[config.mk]
export PLATFORM = sky130hd
export DESIGN_NAME = alu_control_unit
export DESIGN_NICKNAME = d
export VERILOG_FILES = /design/src/rtl/alu_control_unit.sv
export SDC_FILE = /design/constraint.sdc
export NUM_CORES = 1
export LEC_CHECK = 0
export CELL_PAD_IN_SITES_DETAIL_PLACEMENT = 0
export CELL_PAD_IN_SITES_GLOBAL_PLACEMENT = 2
export CORE_ASPECT_RATIO = 2
export CORE_MARGIN = 4
export CORE_UTILIZATION = 28
export DETAILED_ROUTE_END_ITERATION = 12
export PLACE_DENSITY_LB_ADDON = 0.05
export SLEW_MARGIN = 20
export SYNTH_ARGS = -nofsm -noshare
export SYNTH_HDL_FRONTEND = slang
export SYNTH_SLANG_ARGS = --single-unit
[constraint.sdc]
create_clock -name clk -period 2 [get_ports clk]
set_clock_uncertainty 0.15 [all_clocks]
set_input_delay 0.2 -clock clk [delete_from_list [all_inputs] [get_ports clk]]
set_output_delay 0.2 -clock clk [all_outputs]
set_load 0.03 [all_outputs]
[src/rtl/alu_control_unit.sv]
// alu_control_unit: control stage in front of the ALU.
// It latches operands A and B from a shared bus and decodes a 4-bit opcode
// into a one-hot selector. The selector is held for EXEC_CYCLES cycles and
// then done pulses. An illegal opcode pulses err and never drives the selector.
// Ports:
//   clk, reset          - rising-edge clock, synchronous active-high reset
//   data_in             - operand bus
//   load_a, load_b      - capture data_in into a / b (honoured in IDLE only)
//   opcode, start       - operation request (honoured in IDLE only)
//   a, b                - registered operands to the ALU
//   selector            - registered one-hot operation select, zero when idle
//   busy, done, err     - registered status; done and err are 1-cycle pulses
//   op_count            - completed legal operations, wraps modulo 256
module alu_control_unit #(
  parameter int unsigned EXEC_CYCLES = 2,
  parameter int unsigned NUM_OPS     = 9
) (
  input  logic        clk,
  input  logic        reset,
  input  logic [7:0]  data_in,
  input  logic        load_a,
  input  logic        load_b,
  input  logic [3:0]  opcode,
  input  logic        start,
  output logic [7:0]  a,
  output logic [7:0]  b,
  output logic [15:0] selector,
  output logic        busy,
  output logic        done,
  output logic        err,
  output logic [7:0]  op_count
);

  localparam int unsigned DW   = 8;
  localparam int unsigned OPW  = 4;
  localparam int unsigned SELW = 16;
  localparam int unsigned CNTW = 4;

  typedef enum logic [1:0] {
    S_IDLE,
    S_DECODE,
    S_EXECUTE,
    S_DONE
  } state_e;

  state_e          state_q, state_d;
  logic [DW-1:0]   a_q, a_d;
  logic [DW-1:0]   b_q, b_d;
  logic [OPW-1:0]  op_q, op_d;
  logic [CNTW-1:0] cnt_q, cnt_d;
  logic [SELW-1:0] sel_q, sel_d;
  logic            busy_q, busy_d;
  logic            done_q, done_d;
  logic            err_q, err_d;
  logic [DW-1:0]   op_count_q, op_count_d;
  logic            op_legal_c;

  // One extra bit so NUM_OPS = 16 compares correctly against a 4-bit opcode.
  assign op_legal_c = ((OPW+1)'(op_q) < (OPW+1)'(NUM_OPS));

  // State and output registers.
  always_ff @(posedge clk) begin
    if (reset) begin
      state_q    <= S_IDLE;
      a_q        <= '0;
      b_q        <= '0;
      op_q       <= '0;
      cnt_q      <= '0;
      sel_q      <= '0;
      busy_q     <= 1'b0;
      done_q     <= 1'b0;
      err_q      <= 1'b0;
      op_count_q <= '0;
    end else begin
      state_q    <= state_d;
      a_q        <= a_d;
      b_q        <= b_d;
      op_q       <= op_d;
      cnt_q      <= cnt_d;
      sel_q      <= sel_d;
      busy_q     <= busy_d;
      done_q     <= done_d;
      err_q      <= err_d;
      op_count_q <= op_count_d;
    end
  end

  // Next-state and next-output logic.
  always_comb begin
    state_d    = state_q;
    a_d        = a_q;
    b_d        = b_q;
    op_d       = op_q;
    cnt_d      = cnt_q;
    sel_d      = sel_q;
    busy_d     = busy_q;
    done_d     = done_q;
    err_d      = err_q;
    op_count_d = op_count_q;

    case (state_q)
      S_IDLE: begin
        if (load_a) a_d = data_in;
        if (load_b) b_d = data_in;
        if (start) begin
          op_d    = opcode;
          busy_d  = 1'b1;
          state_d = S_DECODE;
        end
      end
      S_DECODE: begin
        if (op_legal_c) begin
          sel_d   = SELW'(1) << op_q;
          cnt_d   = CNTW'(EXEC_CYCLES - 1);
          state_d = S_EXECUTE;
        end else begin
          err_d   = 1'b1;
          state_d = S_DONE;
        end
      end
      S_EXECUTE: begin
        // The counter reaches zero on the last cycle the selector is held.
        if (cnt_q == '0) begin
          sel_d      = '0;
          done_d     = 1'b1;
          op_count_d = op_count_q + DW'(1);
          state_d    = S_DONE;
        end else begin
          cnt_d = cnt_q - CNTW'(1);
        end
      end
      S_DONE: begin
        done_d  = 1'b0;
        err_d   = 1'b0;
        busy_d  = 1'b0;
        state_d = S_IDLE;
      end
      default: state_d = S_IDLE;
    endcase
  end

  assign a        = a_q;
  assign b        = b_q;
  assign selector = sel_q;
  assign busy     = busy_q;
  assign done     = done_q;
  assign err      = err_q;
  assign op_count = op_count_q;

endmodule

== After elaboration in Yosys (flattened, before gate mapping) ==
Cells that the tools add are included.

* Logic and storage cells: 54
* Bits of input ports: 17
* Register bits: 53
* Output and inout bits: 43

* Shift operators: 1
* Order comparisons: 1
* Muxes and demuxes: 16
* Eq/ne operators: 8
* $add $sub $neg: 2
* Reductions and logical operators: 16

{| class="wikitable"
|+ Operators with widths
! operator !! number
|-
| two-way mux 16 bit || 2
|-
| one-hot mux 16 bit (2 select lines) || 1
|-
| AND reduction 2 bit || 8
|-
| << shifter 1 x 4 -> 16 bit (first input constant) || 1
|-
| != test 2 bit (second input constant) || 5
|-
| adder 8 x 1 -> 8 bit (second input constant) || 1
|-
| two-way mux 4 bit || 2
|-
| one-hot mux 2 bit (4 select lines) || 1
|-
| one-hot mux 4 bit (2 select lines) || 1
|-
| nonzero test 2 bit || 4
|-
| one-hot mux 1 bit (2 select lines) || 3
|-
| AND reduction 3 bit || 2
|-
| == test 2 bit (second input constant) || 2
|-
| zero test 4 bit || 1
|-
| less-than comparator 4 bit (second input constant) || 1
|-
| two-way mux 1 bit || 4
|-
| two-way mux 2 bit || 2
|-
| subtractor 4 x 1 -> 4 bit (second input constant) || 1
|-
| == test 2 x 1 -> 1 bit (second input constant) || 1
|-
| zero test 2 bit || 1
|}

== Longest topological paths before layout ==
Gate-level depths: netlist of run 1.

* Depth in word-level cells: 3
* Mapped depth: 7
* Mapped depth without buffers: 6

== Worst setup path before layout of run 1 ==
No wires, ideal clock.

* Kind: reg-to-reg
* From: register state_q[0]
* To: register sel_q[2] (netlist: selector[2])
* Arrival: 1.566 ns
* Cell stages (with the launch flop): 8
* Setup time: 0.065 ns
* Path buffers: 1
* Required time: 1.785 ns
* Clock period less this slack: 1.781 ns
* Setup slack: 0.219 ns
* Cells stage by stage: dfxtp_1 -> inv_1 -> ha_1 -> buf_2 -> or3b_2 -> nor3_1 -> mux2i_1 -> nor2_1

* Word-level cells in the longest chain between the ends: 3
* Elaborated cells on any way between the ends: 7
* Those cells by class: eq/ne: 4; mux: 1; reduce/logical: 2

{| class="wikitable"
|+ Ends and longest elaborated chain
! what !! RTL line !! text
|-
| from (decl) || 46 || <nowiki>state_e state_q, state_d;</nowiki>
|-
| from (signal assigned) || 75 || <nowiki>state_q <= state_d;</nowiki>
|-
| == test 2 x 1 -> 1 bit / == test 2 bit (equally long branches) || 101 || <nowiki>case (state_q)</nowiki>
|-
| != test 2 bit (no source line) / nonzero test 2 bit (equally long branches) || - ||
|-
| AND reduction 3 bit (no source line) || - ||
|-
| to (signal assigned) || 80 || <nowiki>sel_q <= sel_d;</nowiki>
|-
| to (decl) || 51 || <nowiki>logic [SELW-1:0] sel_q, sel_d;</nowiki>
|}

Parallel ways exist; a longest one is shown, timed or not.
A chain may end at the register's enable or synchronous reset.

== Worst setup path after layout of run 1 ==
* From: register state_q[0]
* To: register sel_q[11] (netlist: selector[11])

The elaborated chain is that of the path after synthesis.

==> results of run 1 <==
[power groups by stage]
stage	Clock, mW	Combinational [mW]	Sequential, mW
floorplan	0	0.929	1.52
global placement	0	1.60	1.35
detailed placement	0	1.60	1.35
CTS	0.996	1.60	1.33
global route	1.04	1.75	1.35
finish	0.956	1.59	1.32
[layout by cell type, fill, tap and decap left out, drive strengths merged, types with 2 or more instances in the layout]
cell	netlist	final
clkdlybuf4s50	0	58
dfxtp	53	53
nand2	30	30
a21oi	29	29
nand3	24	24
nor2	21	21
mux2i	10	10
buf	6	9
inv	7	7
and2	7	7
nor3	7	7
ha	6	6
o21ai	6	6
clkbuf	9	5
nor2b	5	5
or3	3	3
nand4	3	3
xnor2	3	3
xor2	3	3
or3b	3	3
and3	2	2
nand3b	2	2
[critical path, stage by stage (launching register included)]
cell and delay, ns:
sky130_fd_sc_hd__dfxtp_1 0.33, sky130_fd_sc_hd__inv_1 0.13, sky130_fd_sc_hd__ha_2 0.26, sky130_fd_sc_hd__and4bb_4 0.32
sky130_fd_sc_hd__o21ai_2 0.08, sky130_fd_sc_hd__buf_6 0.17, sky130_fd_sc_hd__nor2b_4 0.15, sky130_fd_sc_hd__and2_1 0.17
[synthesized netlist by cell type, drive strengths merged (5+ instances only)]
master / instances
nor3: 7
buf: 6
nand2: 30
nand3: 24
inv: 7
clkbuf: 9
nor2b: 5
ha: 6
a21oi: 29
and2: 7
o21ai: 6
mux2i: 10
dfxtp: 53
nor2: 21
[per-layer routing]
| layer | vias up | part of all wire | track usage |
|---|---|---|---|
| li1 | 982 | - | - |
| met1 | 898 | 0.38 | 0.132 |
| met2 | 42 | 0.55 | 0.234 |
| met3 | 6 | 0.048 | 0.0330 |
| met4 | 0 | 0.021 | 0.0565 |
| met5 | - | 0 | 0 |
[flip-flops by register name, summed over array words and instances (netlist names), 2 cells and up]
name	flops
cnt_q	4
a	8
selector	16
state_q	2
op_count	8
op_q	4
b	8
[cell type report]
class / instances / area (um2) / share of cell area
clock buffers: 5 / 125 / 0.0404
clock inverters: 2 / 35.0 / 0.0113
inverters: 7 / 26.3 / 0.00848
multi-input cells: 177 / 1080 / 0.349
flip-flops and latches: 53 / 1060 / 0.343
well taps: 94 / 118 / 0.0380
repair buffers: 67 / 649 / 0.210
[cell families (layout without fill, tap and decap cells)]
logic type,after synthesis,in the layout,synth area share
and+or+nand+nor,112,112,0.256
adders and majority gates,6,6,0.0335
DFF,53,53,0.474
buffers and inverters,22,81,0.0458
AOI/OAI and AO/OA,43,43,0.122
muxes,10,10,0.0447
xor gates and xnor gates,6,6,0.0235
[how the worst min path moves through the flow]
| stage | from | end | slack, ns | depth (start not counted) |
|---|---|---|---|---|
| final | reset | op_count[7]$_SDFFE_PP0P_ | 0.13 | 2 |
| after global routing | reset | op_count[7]$_SDFFE_PP0P_ | 0.15 | 2 |
| after CTS | reset | op_count[7]$_SDFFE_PP0P_ | 0.13 | 2 |
| after detailed placement | selector[10]$_SDFFE_PP0P_ | selector[10]$_SDFFE_PP0P_ | 0.29 | 1 |
| after global placement | selector[10]$_SDFFE_PP0P_ | selector[10]$_SDFFE_PP0P_ | 0.29 | 1 |
| after floorplan | opcode[2] | op_q[2]$_SDFFE_PP0P_ | 0.20 | 2 |
[what timing repair did]
action / 4_1_cts / 5_1_grt
gates resized for setup: 0 / 3
endpoints found under the setup margin: 0 / 20
hold buffers: 0 / 0
[metrics by stage]
step | utilization | hold slack (ns) | total power [mW]
2_1_floorplan | - | 0.197 | 2.45
3_3_place_gp | 0.379 | 0.291 | 2.95
3_5_place_dp | 0.379 | 0.294 | 2.95
4_1_cts | 0.400 | 0.127 | 3.92
5_1_grt | 0.401 | 0.151 | 4.14
6_report | 0.401 | 0.127 | 3.87
==> report_table.html, run 1 <==
<table>
<tr><th>Metric</th><th>Value</th></tr>
<tr><th colspan="2">Outcome</th></tr>
<tr><td>Outcome</td><td>finished clean</td></tr>
<tr><th colspan="2">Final layout</th></tr>
<tr><td>Final net count</td><td>~330</td></tr>
<tr><td>Final Non-Filler Cells</td><td>approximately 410</td></tr>
<tr><td>Antenna Cells</td><td>0</td></tr>
<tr><td>Post-route standard cell area excluding fillers</td><td>around 3100 um2</td></tr>
<tr><td>Layout area overhead</td><td>38.3%</td></tr>
<tr><td>Share of cells above drive strength 1</td><td>0.0900</td></tr>
<tr><td>FILL cells</td><td>between 800 and 900</td></tr>
<tr><th colspan="2">Timing</th></tr>
<tr><td>Setup-failing EPs final</td><td>0</td></tr>
<tr><td>Max-slew violations</td><td>0</td></tr>
<tr><td>Fmax</td><td>537 MHz</td></tr>
<tr><td>Unrepaired setup endpoints after global routing</td><td>no</td></tr>
<tr><td>Worst setup margin</td><td>~0.14 ns</td></tr>
<tr><td>Post-route fraction of the period consumed by the critical path</td><td>0.931</td></tr>
<tr><td>Max-slew headroom at the worst pin</td><td>0.748</td></tr>
<tr><td>Setup Total Neg Slack</td><td>0 ns</td></tr>
<tr><td>Actual transition at the worst max-transition pin</td><td>roughly 0.38 ns</td></tr>
<tr><td>Final hold vios</td><td>0</td></tr>
<tr><td>Shortest clock period the worst path allows after layout</td><td>between 1.5 and 2 ns</td></tr>
<tr><th colspan="2">Floorplan</th></tr>
<tr><td>Total die area</td><td>~9600 um2</td></tr>
<tr><td>Die boundary height</td><td>around 130 um</td></tr>
<tr><td>Die Wd</td><td>about 71 um</td></tr>
<tr><td>Number of top-level pins</td><td>60</td></tr>
<tr><td>Number of placement rows</td><td>45</td></tr>
<tr><td>Initial Utilization</td><td>0.290</td></tr>
<tr><td>Core area</td><td>between 7000 and 8000 um2</td></tr>
<tr><th colspan="2">Clock tree</th></tr>
<tr><td>Number of clock sinks</td><td>53</td></tr>
<tr><td>Post-CTS setup repair buffer count</td><td>0</td></tr>
<tr><td>Number of buffers added by the clock tree synthesis step</td><td>5</td></tr>
<tr><td>Clock tree from TritonCTS</td><td>built</td></tr>
<tr><td>Clock slew seen by the registers of the worst setup and hold paths</td><td>~0.07 ns</td></tr>
<tr><td>Largest buffer count on any clock path</td><td>2</td></tr>
<tr><td># H-tree levels</td><td>2</td></tr>
<tr><td>Root buf cell</td><td>sky130_fd_sc_hd__clkbuf_16</td></tr>
<tr><td>Clock latency of the later-clocked register in the worst-skew pair</td><td>between 0.2 and 0.3 ns</td></tr>
<tr><th colspan="2">Synth</th></tr>
<tr><td>Number of flops mapped to enable cells by yosys</td><td>0</td></tr>
<tr><td>Distinct cells, synth</td><td>42</td></tr>
<tr><td>Register area share after synthesis</td><td>0.474</td></tr>
<tr><td>Fraction of registers with async set/reset</td><td>0</td></tr>
<tr><td>Top cells by area, synth</td><td>sky130_fd_sc_hd__dfxtp_1 (47%), sky130_fd_sc_hd__a21oi_1 (6.3%), sky130_fd_sc_hd__nand3_1 (5.4%)</td></tr>
<tr><td>Most used flip-flop cell after synthesis</td><td>sky130_fd_sc_hd__dfxtp_1</td></tr>
<tr><td>Number of standard cells after synthesis</td><td>~250</td></tr>
<tr><td>Syn avg cell area</td><td>8.88 um2</td></tr>
<tr><td>Register bit count reported by yosys</td><td>53</td></tr>
<tr><td>Syn nets</td><td>275</td></tr>
<tr><td>Mapped Area</td><td>roughly 2200 um2</td></tr>
<tr><td>Synth warn</td><td>0</td></tr>
<tr><td>Top cell type by total area after synthesis</td><td>sky130_fd_sc_hd__dfxtp_1</td></tr>
<tr><td>Synth top area share</td><td>0.474</td></tr>
<tr><th colspan="2">Global routing</th></tr>
<tr><td>Total congestion overflow</td><td>0</td></tr>
<tr><td>Global-route wire length before repair</td><td>between 9 and 10 mm</td></tr>
<tr><td>Vias in the first global route</td><td>about 2000</td></tr>
<tr><td>Overall track demand over capacity in global routing</td><td>0.127</td></tr>
<tr><td>Number of antenna violations at the first check in global routing</td><td>0</td></tr>
<tr><td>Largest net degree at the start of global routing</td><td>34</td></tr>
<tr><th colspan="2">Pwr</th></tr>
<tr><td>Leakage power summed over all cells</td><td>~1.2 nW</td></tr>
<tr><td>Peak ir drop on the vdd network</td><td>around 0.51 mV</td></tr>
<tr><td>Clock share of power</td><td>0.247</td></tr>
<tr><td>Power Internal</td><td>2.46 mW</td></tr>
<tr><td>Combinational cell fraction of total power</td><td>0.410</td></tr>
<tr><td>Net switching fraction of the power</td><td>0.364</td></tr>
<tr><td>Total power per unit cell area</td><td>around 1200 nW/um2</td></tr>
<tr><td>Seq pwr share</td><td>0.342</td></tr>
<tr><td>Net switching power</td><td>1.41 mW</td></tr>
<tr><th colspan="2">Setup path</th></tr>
<tr><td>Crit path arrival time</td><td>between 1.5 and 2 ns</td></tr>
<tr><td>Worst EP required</td><td>roughly 2 ns</td></tr>
<tr><td>Capture instance of the worst register-to-register path</td><td>selector[11]$_SDFFE_PP0P_</td></tr>
<tr><td>WS Path Type</td><td>register to register</td></tr>
<tr><td>Peak fanout along the critical path</td><td>10</td></tr>
<tr><td>Capturing element of the worst setup path</td><td>selector[11]$_SDFFE_PP0P_</td></tr>
<tr><td>Startpoint of the worst setup timing path</td><td>state_q[0]$_SDFFE_PP0P_</td></tr>
<tr><td>Reg-to-reg startpoint</td><td>state_q[0]$_SDFFE_PP0P_</td></tr>
<tr><td>Critical Path Sink Type</td><td>register</td></tr>
<tr><td>Startpoint class of the critical path</td><td>register</td></tr>
<tr><td>Register-to-register setup slack</td><td>0.14 ns</td></tr>
<tr><td>Depth of the worst register-to-register path</td><td>7</td></tr>
<tr><th colspan="2">Route</th></tr>
<tr><td>Detailed-route wire length per cell</td><td>approximately 14 um</td></tr>
<tr><td>1st-pass router iterations</td><td>3</td></tr>
<tr><td>Routed wire length</td><td>about 5.7 mm</td></tr>
<tr><td>Antenna-violating nets left</td><td>0</td></tr>
<tr><td>Via density</td><td>~4.8</td></tr>
<tr><td>Residual DRC count</td><td>0</td></tr>
<tr><td>Number of DRC markers after the initial detailed-route iteration</td><td>88</td></tr>
<tr><td>DR vias</td><td>between 1500 and 2000</td></tr>
<tr><th colspan="2">Placed design</th></tr>
<tr><td>DP Area</td><td>2930 um2</td></tr>
<tr><td>Setup slack after placement</td><td>roughly 0.063 ns</td></tr>
<tr><td>DPL Wire Length</td><td>4.20 mm</td></tr>
<tr><td>Last weighted congestion value of the routability-driven placer</td><td>around 0.71</td></tr>
<tr><td>Instance count after placement with tap cells included</td><td>around 400</td></tr>
<tr><td>Port buffer count</td><td>59</td></tr>
<tr><th colspan="2">Flow run</th></tr>
<tr><td>Max Cap Violations</td><td>0</td></tr>
<tr><th colspan="2">Hold path</th></tr>
<tr><td>Hold crit path type</td><td>input port to register</td></tr>
</table>
(Power assumes the default switching activity.)
==> run 2: changes to the inputs <==
--- a/config.mk
+++ b/config.mk
@@ -16,3 +16,4 @@
 export SYNTH_ARGS = -nofsm -noshare
 export SYNTH_HDL_FRONTEND = slang
 export SYNTH_SLANG_ARGS = --single-unit
+export TNS_END_PERCENT = 20
==> results of run 2 <==
The final DEF is identical to that of run 1; final timing and power are the same.
==> run 3: changes to the inputs <==
--- a/config.mk
+++ b/config.mk
@@ -8,7 +8,6 @@
 export CELL_PAD_IN_SITES_DETAIL_PLACEMENT = 0
 export CELL_PAD_IN_SITES_GLOBAL_PLACEMENT = 2
 export CORE_ASPECT_RATIO = 2
-export CORE_MARGIN = 4
 export CORE_UTILIZATION = 28
 export DETAILED_ROUTE_END_ITERATION = 12
 export PLACE_DENSITY_LB_ADDON = 0.05
==> report_table.html, run 3 (synthesized netlist as in run 1, its figures left out) <==
<table>
<tr><th>Metric</th><th>Value</th></tr>
<tr><th colspan="2">Flow run</th></tr>
<tr><td>Max Cap Violations</td><td>0</td></tr>
<tr><th colspan="2">Route</th></tr>
<tr><td>DR vias</td><td>around 1900</td></tr>
<tr><td>Detailed-route wire length per cell</td><td>13.7 um</td></tr>
<tr><td>Residual DRC count</td><td>0</td></tr>
<tr><td>Antenna-violating nets left</td><td>0</td></tr>
<tr><td>Number of DRC markers after the initial detailed-route iteration</td><td>67</td></tr>
<tr><td>Routed wire length</td><td>approximately 5.6 mm</td></tr>
<tr><td>Via density</td><td>~4.7</td></tr>
<tr><td>1st-pass router iterations</td><td>4</td></tr>
<tr><th colspan="2">Clock tree</th></tr>
<tr><td>Clock slew seen by the registers of the worst setup and hold paths</td><td>0.07 ns</td></tr>
<tr><td>Number of buffers added by the clock tree synthesis step</td><td>5</td></tr>
<tr><td>Largest buffer count on any clock path</td><td>2</td></tr>
<tr><td>Clock latency of the later-clocked register in the worst-skew pair</td><td>between 0.2 and 0.3 ns</td></tr>
<tr><td>Clock tree from TritonCTS</td><td>built</td></tr>
<tr><td>Root buf cell</td><td>sky130_fd_sc_hd__clkbuf_16</td></tr>
<tr><td>Number of clock sinks</td><td>53</td></tr>
<tr><td>Post-CTS setup repair buffer count</td><td>0</td></tr>
<tr><td># H-tree levels</td><td>2</td></tr>
<tr><th colspan="2">Pwr</th></tr>
<tr><td>Net switching power</td><td>1.40 mW</td></tr>
<tr><td>Clock share of power</td><td>0.245</td></tr>
<tr><td>Total power per unit cell area</td><td>around 1200 nW/um2</td></tr>
<tr><td>Peak ir drop on the vdd network</td><td>between 0.5 and 0.6 mV</td></tr>
<tr><td>Combinational cell fraction of total power</td><td>0.413</td></tr>
<tr><td>Seq pwr share</td><td>0.342</td></tr>
<tr><td>Leakage power summed over all cells</td><td>1.18 nW</td></tr>
<tr><td>Power Internal</td><td>roughly 2.5 mW</td></tr>
<tr><td>Total design power</td><td>roughly 3.9 mW</td></tr>
<tr><td>Net switching fraction of the power</td><td>0.362</td></tr>
<tr><th colspan="2">Final layout</th></tr>
<tr><td>Most common cell after layout, fill and taps aside</td><td>sky130_fd_sc_hd__clkdlybuf4s50_1</td></tr>
<tr><td>Number of flip-flops in the largest register</td><td>16</td></tr>
<tr><td>Antenna Cells</td><td>0</td></tr>
<tr><td>Post-route standard cell area excluding fillers</td><td>between 3000 and 4000 um2</td></tr>
<tr><td>Final Core Density</td><td>0.407</td></tr>
<tr><td>Share of cells above drive strength 1</td><td>0.0987</td></tr>
<tr><td>Layout area overhead</td><td>39.2%</td></tr>
<tr><td>FILL cells</td><td>approximately 840</td></tr>
<tr><td>Commonest cells after routing, fill and taps aside</td><td>sky130_fd_sc_hd__clkdlybuf4s50_1 (58), sky130_fd_sc_hd__dfxtp_1 (53), sky130_fd_sc_hd__nand2_1 (30), sky130_fd_sc_hd__a21oi_1 (28), sky130_fd_sc_hd__nand3_1 (24)</td></tr>
<tr><td>Final net count</td><td>~340</td></tr>
<tr><th colspan="2">Global routing</th></tr>
<tr><td>Vias in the first global route</td><td>between 1500 and 2000</td></tr>
<tr><td>Number of antenna violations at the first check in global routing</td><td>0</td></tr>
<tr><td>Largest net degree at the start of global routing</td><td>20</td></tr>
<tr><td>Overall track demand over capacity in global routing</td><td>0.145</td></tr>
<tr><td>Total congestion overflow</td><td>0</td></tr>
<tr><td>Global-route wire length before repair</td><td>9.09 mm</td></tr>
<tr><th colspan="2">Setup path</th></tr>
<tr><td>Startpoint class of the critical path</td><td>register</td></tr>
<tr><td>Peak fanout along the critical path</td><td>4</td></tr>
<tr><td>Longest individual stage delay on the worst path</td><td>roughly 0.43 ns</td></tr>
<tr><td>Crit path arrival time</td><td>~2.0 ns</td></tr>
<tr><td>CP delay by family, top</td><td>compound AO/OA/AOI/OAI gates</td></tr>
<tr><td>Startpoint of the worst setup timing path</td><td>cnt_q[0]$_SDFFE_PP0P_</td></tr>
<tr><td>Reg-to-reg startpoint</td><td>cnt_q[0]$_SDFFE_PP0P_</td></tr>
<tr><td>Number of buffers and inverters on the critical path</td><td>1</td></tr>
<tr><td>Worst EP required</td><td>~2.1 ns</td></tr>
<tr><td>WS Path Type</td><td>register to register</td></tr>
<tr><td>Critical Path Sink Type</td><td>register</td></tr>
<tr><td>Critical path's slowest cell</td><td>sky130_fd_sc_hd__or3b_4</td></tr>
<tr><td>CP cell instances</td><td>inv_1 -&gt; ha_1 -&gt; or3b_4 -&gt; a21oi_2 -&gt; o21ai_1 -&gt; a221oi_2</td></tr>
<tr><th colspan="2">Timing</th></tr>
<tr><td>Max-slew headroom at the worst pin</td><td>0.691</td></tr>
<tr><td>Max-slew violations</td><td>0</td></tr>
<tr><td>Shortest clock period the worst path allows after layout</td><td>between 1.5 and 2 ns</td></tr>
<tr><td>Worst setup margin</td><td>0.103 ns</td></tr>
<tr><td>Post-route fraction of the period consumed by the critical path</td><td>0.949</td></tr>
<tr><td>Unrepaired setup endpoints after global routing</td><td>no</td></tr>
<tr><td>Fmax</td><td>approximately 530 MHz</td></tr>
<tr><td>Final hold vios</td><td>0</td></tr>
<tr><td>Setup-failing EPs final</td><td>0</td></tr>
<tr><td>Actual transition at the worst max-transition pin</td><td>about 0.46 ns</td></tr>
<tr><td>Setup Total Neg Slack</td><td>0 ns</td></tr>
<tr><th colspan="2">Floorplan</th></tr>
<tr><td>Total die area</td><td>approximately 8400 um2</td></tr>
<tr><td>Number of placement rows</td><td>45</td></tr>
<tr><td>Initial Utilization</td><td>0.292</td></tr>
<tr><td>Die Wd</td><td>around 65 um</td></tr>
<tr><td>Core area</td><td>roughly 7700 um2</td></tr>
<tr><td>Die boundary height</td><td>between 100 and 150 um</td></tr>
<tr><td>Number of top-level pins</td><td>60</td></tr>
<tr><th colspan="2">Placed design</th></tr>
<tr><td>Setup slack after placement</td><td>between 0.07 and 0.08 ns</td></tr>
<tr><td>Port buffer count</td><td>59</td></tr>
<tr><td>DPL Wire Length</td><td>between 4 and 5 mm</td></tr>
<tr><td>Last weighted congestion value of the routability-driven placer</td><td>roughly 0.73</td></tr>
<tr><td>DP Area</td><td>between 2000 and 3000 um2</td></tr>
<tr><th colspan="2">Hold path</th></tr>
<tr><td>Hold crit path type</td><td>input port to register</td></tr>
<tr><td>Launch point of the worst hold path</td><td>reset</td></tr>
<tr><th colspan="2">Outcome</th></tr>
<tr><td>Outcome</td><td>finished clean</td></tr>
</table>
[run 3: cell types whose count changed in the layout (fill, tap and decap cells not counted)]
cell | before | now
sky130_fd_sc_hd__buf_6 | 1 | 0
sky130_fd_sc_hd__buf_4 | 7 | 11
sky130_fd_sc_hd__nor3_1 | 6 | 7
sky130_fd_sc_hd__nand4bb_2 | 0 | 1
sky130_fd_sc_hd__clkbuf_2 | 0 | 1
sky130_fd_sc_hd__buf_2 | 1 | 0
sky130_fd_sc_hd__nand4bb_1 | 1 | 0
sky130_fd_sc_hd__nor3_2 | 1 | 0
[run 3: per-stage QoR]
| stage | cells | hold WS, ns |
|---|---|---|
| 2_1_floorplan | 252 | 0.197 |
| 3_3_place_gp | 401 | 0.292 |
| 3_5_place_dp | 401 | 0.297 |
| 4_1_cts | 408 | 0.237 |
| 5_1_grt | 408 | 0.266 |
| 6_report | 408 | 0.245 |
[run 3: power by group through the flow]
stage               Sequential [mW]  Clock [mW]  Combinational [mW]
CTS                            1.33       0.999                1.62
finish                         1.32       0.950                1.60
global route                   1.35        1.04                1.76
global placement               1.35           0                1.62
detailed placement             1.35           0                1.62
floorplan                      1.52           0               0.929
[run 3: what timing repair did]
action | in CTS | in global routing
resized for setup | 0 | 2
setup endpoints to repair | 0 | 14
hold buffers | 0 | 0
[run 3: worst register-to-register path, delay by kind of cell (launching register included)]
kind	cells	cell delay, ns
AND/OR/NAND/NOR	1	0.43
flip-flops	1	0.31
adder cells (fa/ha/maj)	1	0.26
AO/OA/AOI/OAI	3	0.56
buffers and inverters	1	0.09
[run 3: final timing paths]
kind / slack [ns] / depth (start not counted) / end
max reg2reg: 0.10 / 6 / state_q[0]$_SDFFE_PP0P_
min reg2reg: 0.30 / 2 / a[5]$_SDFFE_PP0P_
max: 0.10 / 6 / state_q[0]$_SDFFE_PP0P_
min: 0.24 / 2 / state_q[0]$_SDFFE_PP0P_
[run 3: cell type report]
cell class,instances,area (um2),share of cell area
Clock inverter,2,35.0,0.0112
Inverter,7,26.3,0.00843
Sequential cell,53,1060,0.341
Multi-Input combinational cell,177,1080,0.347
Clock buffer,5,125,0.0402
Timing Repair Buffer,70,668,0.214
Tap cell,94,118,0.0378
[run 3: metal layers]
metal  part of all wire  routed length [um]  global-route usage  vias to the layer above
met3              0.040                 224              0.0346                        6
met2               0.56                3090               0.269                       39
met5                  0                   0                   0                        -
li1                   -                   -                   -                      984
met4              0.021                 116              0.0691                        0
met1               0.38                2140               0.147                      883
